## src/rtl/bitwise_seq_unit_pkg.sv

```systemverilog
// Shared types and constants for the bitwise sequencer: FSM state encoding
// and op_mask bit positions.
package bitwise_seq_unit_pkg;

    localparam int unsigned OPM_W   = 3;
    localparam int unsigned OPM_OR  = 0;
    localparam int unsigned OPM_AND = 1;
    localparam int unsigned OPM_XOR = 2;

    typedef enum logic [2:0] {
        S_IDLE   = 3'd0,
        S_PH_OR  = 3'd1,
        S_PH_AND = 3'd2,
        S_PH_XOR = 3'd3,
        S_FIN    = 3'd4
    } state_e;

endpackage

```

## src/rtl/bitwise_step_timer.sv

```systemverilog
// Loadable down-counter pacing result phases; zero_c flags that the next
// phase may fire.
module bitwise_step_timer #(
    parameter int unsigned STEP_CYCLES = 5
) (
    input  logic clk,
    input  logic rst_n,
    input  logic load_zero,
    input  logic load_step,
    output logic zero_c
);

    localparam int unsigned CNT_W = $clog2(STEP_CYCLES + 1);

    logic [CNT_W-1:0] count;

    // Reload wins over counting; the counter parks at zero instead of wrapping.
    always_ff @(posedge clk or negedge rst_n) begin
        if (!rst_n) begin
            count <= '0;
        end else if (load_zero) begin
            count <= '0;
        end else if (load_step) begin
            count <= CNT_W'(STEP_CYCLES - 1);
        end else if (count != '0) begin
            count <= count - CNT_W'(1);
        end
    end

    assign zero_c = (count == '0);

endmodule

```

## src/rtl/bitwise_seq_unit.sv

```systemverilog
// Cycle-paced bitwise OR/AND/XOR unit with operand handshake, per-result
// strobes and a per-request phase mask.
module bitwise_seq_unit
    import bitwise_seq_unit_pkg::*;
#(
    parameter int unsigned WIDTH       = 8,
    parameter int unsigned STEP_CYCLES = 5
) (
    input  logic             clk,
    input  logic             rst_n,
    input  logic             in_valid,
    output logic             in_ready,
    input  logic [WIDTH-1:0] a,
    input  logic [WIDTH-1:0] b,
    input  logic [OPM_W-1:0] op_mask,
    output logic [WIDTH-1:0] ab_or,
    output logic [WIDTH-1:0] ab_and,
    output logic [WIDTH-1:0] ab_xor,
    output logic             or_valid,
    output logic             and_valid,
    output logic             xor_valid,
    output logic             done,
    output logic             busy
);

    state_e           state;
    state_e           next_state;
    logic [WIDTH-1:0] a_q;
    logic [WIDTH-1:0] b_q;
    logic [OPM_W-1:0] mask_q;
    logic [OPM_W-1:0] pend;
    logic             accept;
    logic             fire_or;
    logic             fire_and;
    logic             fire_xor;
    logic             done_d;
    logic             tmr_load_zero;
    logic             tmr_load_step;
    logic             tmr_zero_c;

    bitwise_step_timer #(
        .STEP_CYCLES(STEP_CYCLES)
    ) u_timer (
        .clk      (clk),
        .rst_n    (rst_n),
        .load_zero(tmr_load_zero),
        .load_step(tmr_load_step),
        .zero_c   (tmr_zero_c)
    );

    always_ff @(posedge clk or negedge rst_n) begin
        if (!rst_n) begin
            state <= S_IDLE;
        end else begin
            state <= next_state;
        end
    end

    // Phases still owed from the current state onward; disabled ones are
    // skipped by jumping straight to the next pending phase.
    always_comb begin
        pend          = '0;
        accept        = 1'b0;
        fire_or       = 1'b0;
        fire_and      = 1'b0;
        fire_xor      = 1'b0;
        done_d        = 1'b0;
        tmr_load_zero = 1'b0;
        tmr_load_step = 1'b0;
        next_state    = state;

        pend[OPM_OR]  = mask_q[OPM_OR] && (state == S_PH_OR);
        pend[OPM_AND] = mask_q[OPM_AND] && (state == S_PH_OR || state == S_PH_AND);
        pend[OPM_XOR] = mask_q[OPM_XOR]
                        && (state == S_PH_OR || state == S_PH_AND || state == S_PH_XOR);

        case (state)
            S_IDLE: begin
                if (in_valid) begin
                    accept        = 1'b1;
                    tmr_load_zero = 1'b1;
                    next_state    = S_PH_OR;
                end
            end
            S_PH_OR, S_PH_AND, S_PH_XOR: begin
                if (tmr_zero_c) begin
                    tmr_load_step = 1'b1;
                    if (pend[OPM_OR]) begin
                        fire_or = 1'b1;
                        if (pend[OPM_AND]) begin
                            next_state = S_PH_AND;
                        end else if (pend[OPM_XOR]) begin
                            next_state = S_PH_XOR;
                        end else begin
                            next_state = S_FIN;
                            done_d     = 1'b1;
                        end
                    end else if (pend[OPM_AND]) begin
                        fire_and = 1'b1;
                        if (pend[OPM_XOR]) begin
                            next_state = S_PH_XOR;
                        end else begin
                            next_state = S_FIN;
                            done_d     = 1'b1;
                        end
                    end else begin
                        fire_xor   = pend[OPM_XOR];
                        next_state = S_FIN;
                        done_d     = 1'b1;
                    end
                end
            end
            S_FIN: begin
                next_state = S_IDLE;
            end
            default: begin
                next_state = S_IDLE;
            end
        endcase
    end

    always_ff @(posedge clk or negedge rst_n) begin
        if (!rst_n) begin
            a_q       <= '0;
            b_q       <= '0;
            mask_q    <= '0;
            ab_or     <= '0;
            ab_and    <= '0;
            ab_xor    <= '0;
            or_valid  <= 1'b0;
            and_valid <= 1'b0;
            xor_valid <= 1'b0;
            done      <= 1'b0;
            busy      <= 1'b0;
        end else begin
            or_valid  <= fire_or;
            and_valid <= fire_and;
            xor_valid <= fire_xor;
            done      <= done_d;
            busy      <= (next_state != S_IDLE);
            if (accept) begin
                a_q    <= a;
                b_q    <= b;
                mask_q <= op_mask;
            end
            if (fire_or) begin
                ab_or <= a_q | b_q;
            end
            if (fire_and) begin
                ab_and <= a_q & b_q;
            end
            if (fire_xor) begin
                ab_xor <= a_q ^ b_q;
            end
        end
    end

    assign in_ready = !busy;

endmodule

```

## config.mk

```make
export PLATFORM = sky130hd
export DESIGN_NAME = bitwise_seq_unit
export DESIGN_NICKNAME = d
export VERILOG_FILES = /design/src/rtl/bitwise_seq_unit_pkg.sv /design/src/rtl/bitwise_step_timer.sv /design/src/rtl/bitwise_seq_unit.sv
export SDC_FILE = /design/constraint.sdc
export NUM_CORES = 1
export LEC_CHECK = 0
export CAP_MARGIN = 0
export CORE_MARGIN = 2
export CORE_UTILIZATION = 55
export DETAILED_ROUTE_END_ITERATION = 8
export GPL_ROUTABILITY_DRIVEN = 0
export PLACE_DENSITY = 0.85
export SLEW_MARGIN = 40
export SYNTH_ARGS = -nofsm -noshare
export SYNTH_HDL_FRONTEND = slang
export SYNTH_SLANG_ARGS = --single-unit
```

## constraint.sdc

```tcl
create_clock -name clk -period 4.7 [get_ports clk]
set_input_delay 0.705 -clock clk [delete_from_list [all_inputs] [get_ports clk]]
set_output_delay 0.705 -clock clk [all_outputs]
set_load 0.01 [all_outputs]
```

==> summary.log <==
[synthesis] share of synthesized area occupied by flip-flops and latches 53.1%
[final_layout] Antenna Cells 0
[outcome] result of the run completed
[setup_path] critical path startpoint category primary input
[hold_path] Min-Delay Endpoint ab_and[4]
[die] I/O Pins 52
[route] DRC violation count after routing 0
[setup_path] worst reg-to-reg path cell count 5
[timing] final-report setup violation count 0
[die] effective utilization at floorplan 57.7%
[die] area enclosed by the die boundary 0.00519 mm²
[setup_path] number of buffer and inverter instances along the worst setup path 1
[global_route] overall routing resource usage 18.1%
[flow_run] number of max-cap violations 0
[hold_path] launch instance of the worst min-delay path ab_and[4]
[pwr] fraction of power consumed by sequential logic 43.4%
[final_layout] area added between synthesis and finish 23.7%
[pwr] Combinational Power Share 43.6%
[clocking] post-cts repair resize count 0
[hold_path] min-delay worst type reg -> reg
[placement] PortBufs 51
[route] Routed Antenna Nets 0
[hold_path] worst hold stages 1
[global_route] antenna violations before repair 0
[synthesis] total standard cell area after synthesis 0.00254 mm²
[global_route] global route total overflow 0
[route] via density per instance 5.11
[timing] setup TNS 0 ns
[pwr] Switching Power 0.000669 W
[clocking] Max H-tree Level 2
[setup_path] critical path required time 4.89 ns
[timing] final max-slew violation count 0
[clocking] number of buffers on the longest clock path 2
[setup_path] largest stage delay on the critical path 0.49 ns
[pwr] proportion of total power due to net switching 34.2%
[setup_path] critical-path cell list clkdlybuf4s50_1, or3b_4, nor2_4, mux2_1
[synthesis] Gate Count Post-Synth 188
[setup_path] FF-to-FF Start u_timer.count[0]
[clocking] number of buffers inserted by post-CTS setup repair 0
[setup_path] Slowest-stage cell, CP sky130_fd_sc_hd__nor2_4
[timing] actual transition at the worst max-transition pin 0.659 ns
[timing] Fmax 437 MHz
[synthesis] top area cells in the synthesized netlist sky130_fd_sc_hd__dfrtp_1, sky130_fd_sc_hd__mux2_1, sky130_fd_sc_hd__ha_1
[synthesis] most area-hungry cell type in the Yosys netlist sky130_fd_sc_hd__dfrtp_1
[timing] relative slew slack 56.1%
[setup_path] highest net fanout along the worst path 20
[global_route] wire length of the first global-routing pass 7180 µm
[final_layout] number of fillers in the final layout 313
[synthesis] post-synthesis sequential element count 54
[final_layout] ratio of cells with drive above 1 in the final layout 10.5%
[setup_path] endpoint class of the critical path register
[route] DRC violation total after the first TritonRoute iteration 76
[timing] period utilisation layout 48.7%
[pwr] post-route total power 0.00196 W
[clocking] clock slew at the register clock pins of the worst setup and hold paths 0.08 ns
[route] via total after detailed routing 1488
[synthesis] syn_nets 228
[die] area of the core region 0.00441 mm²
[route] WL/cell 14.5 µm
[synthesis] distinct cell type count of the synthesized netlist 36
[route] Total Routed Length 4220 µm
[clocking] clock sink count 54
[timing] endpoints failing hold 0
[global_route] vias in the first global route 1523
[setup_path] Critical Path AT 2.47 ns
[clocking] CTS tree done
[clocking] worst-skew pair later-pin latency 0.31 ns
[timing] post-layout min period 2.29 ns
[synthesis] mean area per synthesized cell 13.5 µm²
[setup_path] FF-to-FF setup slack 2.57 ns
[route] 1st-pass router iterations 4
[die] horizontal extent of the die 72.0 µm
[timing] Post-Route Skew 0.00777 ns
[synthesis] post-synth top area share 53.1%
[die] standard-cell row count 24
[placement] post-detailed-placement half-perimeter wirelength 3040 µm
[pwr] leakage power figure 1.50 nW
[pwr] cell-internal power 0.00129 W
[timing] RSZ-0062 raised after global routing false
[setup_path] category of cells accounting for the largest share of critical-path delay simple AND/OR/NAND/NOR gates
[clocking] cell chosen for the clock root sky130_fd_sc_hd__clkbuf_8
[final_layout] final layout net count 280
[clocking] count of hold buffers inserted by post-cts repair 0
[die] Die Y 72.0 µm
[setup_path] FF-to-FF End ab_xor[4]
[clocking] clock buffers created by TritonCTS 5
[synthesis] Warnings, synthesis 0
[setup_path] kind of critical path in -> reg
[pwr] Clock Power Share 13.0%
[pwr] maximum resistive drop on vdd 0.269 mV
[pwr] total power divided by cell area 621 mW/mm²
[global_route] pin count of the biggest net entering global routing 55
==> routing by layer <==
metal | routed length, µm | part of all wire (%) | global-route usage, % | vias up
li1 | - | - | - | 719
met1 | 1920 | 45 | 23.1 | 725
met2 | 2050 | 49 | 30.1 | 36
met3 | 162 | 3.8 | 4.17 | 8
met4 | 91 | 2.2 | 7.34 | 0
met5 | 0 | 0 | 0 | -
==> placed cells by master (no fill, tap or decap), drive strengths merged, types with 2 or more instances in the layout <==
cell / netlist / layout
dfrtp: 54 / 54
clkdlybuf4s50: 0 / 50
mux2: 35 / 35
inv: 30 / 30
ha: 18 / 18
mux2i: 9 / 9
clkbuf: 1 / 6
nor2b: 5 / 5
a21oi: 3 / 3
and3: 3 / 3
nor3b: 3 / 3
a211oi: 2 / 2
nor2: 2 / 2
buf: 6 / 2
==> synthesized netlist by cell type (all sizes together) <==
master,number
a211oi,2
a21boi,1
a21oi,3
a311oi,1
a31oi,1
and2,1
and3,3
and4b,1
buf,6
clkbuf,1
dfrtp,54
ha,18
inv,30
maj3,1
mux2,35
mux2i,9
nand2,1
nand3,1
nor2,2
nor2b,5
nor3b,3
o211ai,1
o21a,1
o21ai,1
o221a,1
o311a,1
or2,1
or3b,1
xnor2,1
xor2,1
==> flip-flops by register name, summed over array words and instances, names as in the netlist <==
name,flops
b_q,8
a_q,8
xor_valid,1
done,1
ab_xor,8
state,3
ab_or,8
mask_q,3
busy,1
ab_and,8
and_valid,1
u_timer.count,3
or_valid,1
==> area by class of cell <==
cell class	instances	area, µm²	share of cell area [%]
Sequential cell	54	1350	42.9
Multi-Input combinational cell	97	1020	32.5
Timing Repair Buffer	52	513	16.3
Inverter	30	113	3.58
Clock buffer	6	82.6	2.62
Tap cell	52	65.1	2.07
==> power groups by stage <==
stage | Sequential (W) | Clock, W | Combinational [W]
after detailed placement | 0.000859 | 0 | 0.000866
final | 0.000849 | 0.000253 | 0.000853
after floorplan | 0.000852 | 0 | 0.000534
after global routing | 0.000883 | 0.000276 | 0.000948
after global placement | 0.000846 | 0 | 0.000828
after CTS | 0.000850 | 0.000259 | 0.000870
==> through the flow <==
| step | cells | setup WS, ns | hold slack, ns | area [µm²] | util [%] |
|---|---|---|---|---|---|
| 4_1_cts | 291 | 2.42 | 0.499 | 3150 | 71.3 |
| 3_3_place_gp | 285 | 1.82 | 0.475 | 3060 | 69.4 |
| 2_1_floorplan | 188 | 2.90 | 0.409 | 2540 | - |
| 3_5_place_dp | 285 | 2.10 | 0.480 | 3070 | 69.5 |
| 5_1_grt | 291 | 2.35 | 0.534 | 3150 | 71.3 |
| 6_report | 291 | 2.41 | 0.493 | 3150 | 71.3 |
==> worst max-delay path by stage <==
stage	startpoint	end	slack (ns)	cells after the start
4_1_cts	in_valid	a_q[6]	2.42	4
3_3_place_gp	in_valid	b_q[5]	1.82	4
2_1_floorplan	in_valid	a_q[0]	2.90	4
6_report	in_valid	a_q[6]	2.41	4
5_1_grt	in_valid	b_q[2]	2.35	4
3_5_place_dp	in_valid	a_q[6]	2.10	4
==> cell families (layout without fill, tap and decap cells) <==
family / Yosys count / in the layout / synth area share [%]
AND/OR/NAND/NOR: 19 / 19 / 5.70
XOR/XNOR: 2 / 2 / 0.688
adder cells (fa/ha/maj): 19 / 19 / 9.24
multiplexers: 44 / 44 / 20.2
flip-flops: 54 / 54 / 53.1
buffers and inverters: 37 / 88 / 6.83
AO/OA/AOI/OAI: 13 / 13 / 4.23
Power figures use the tool's default switching activity.
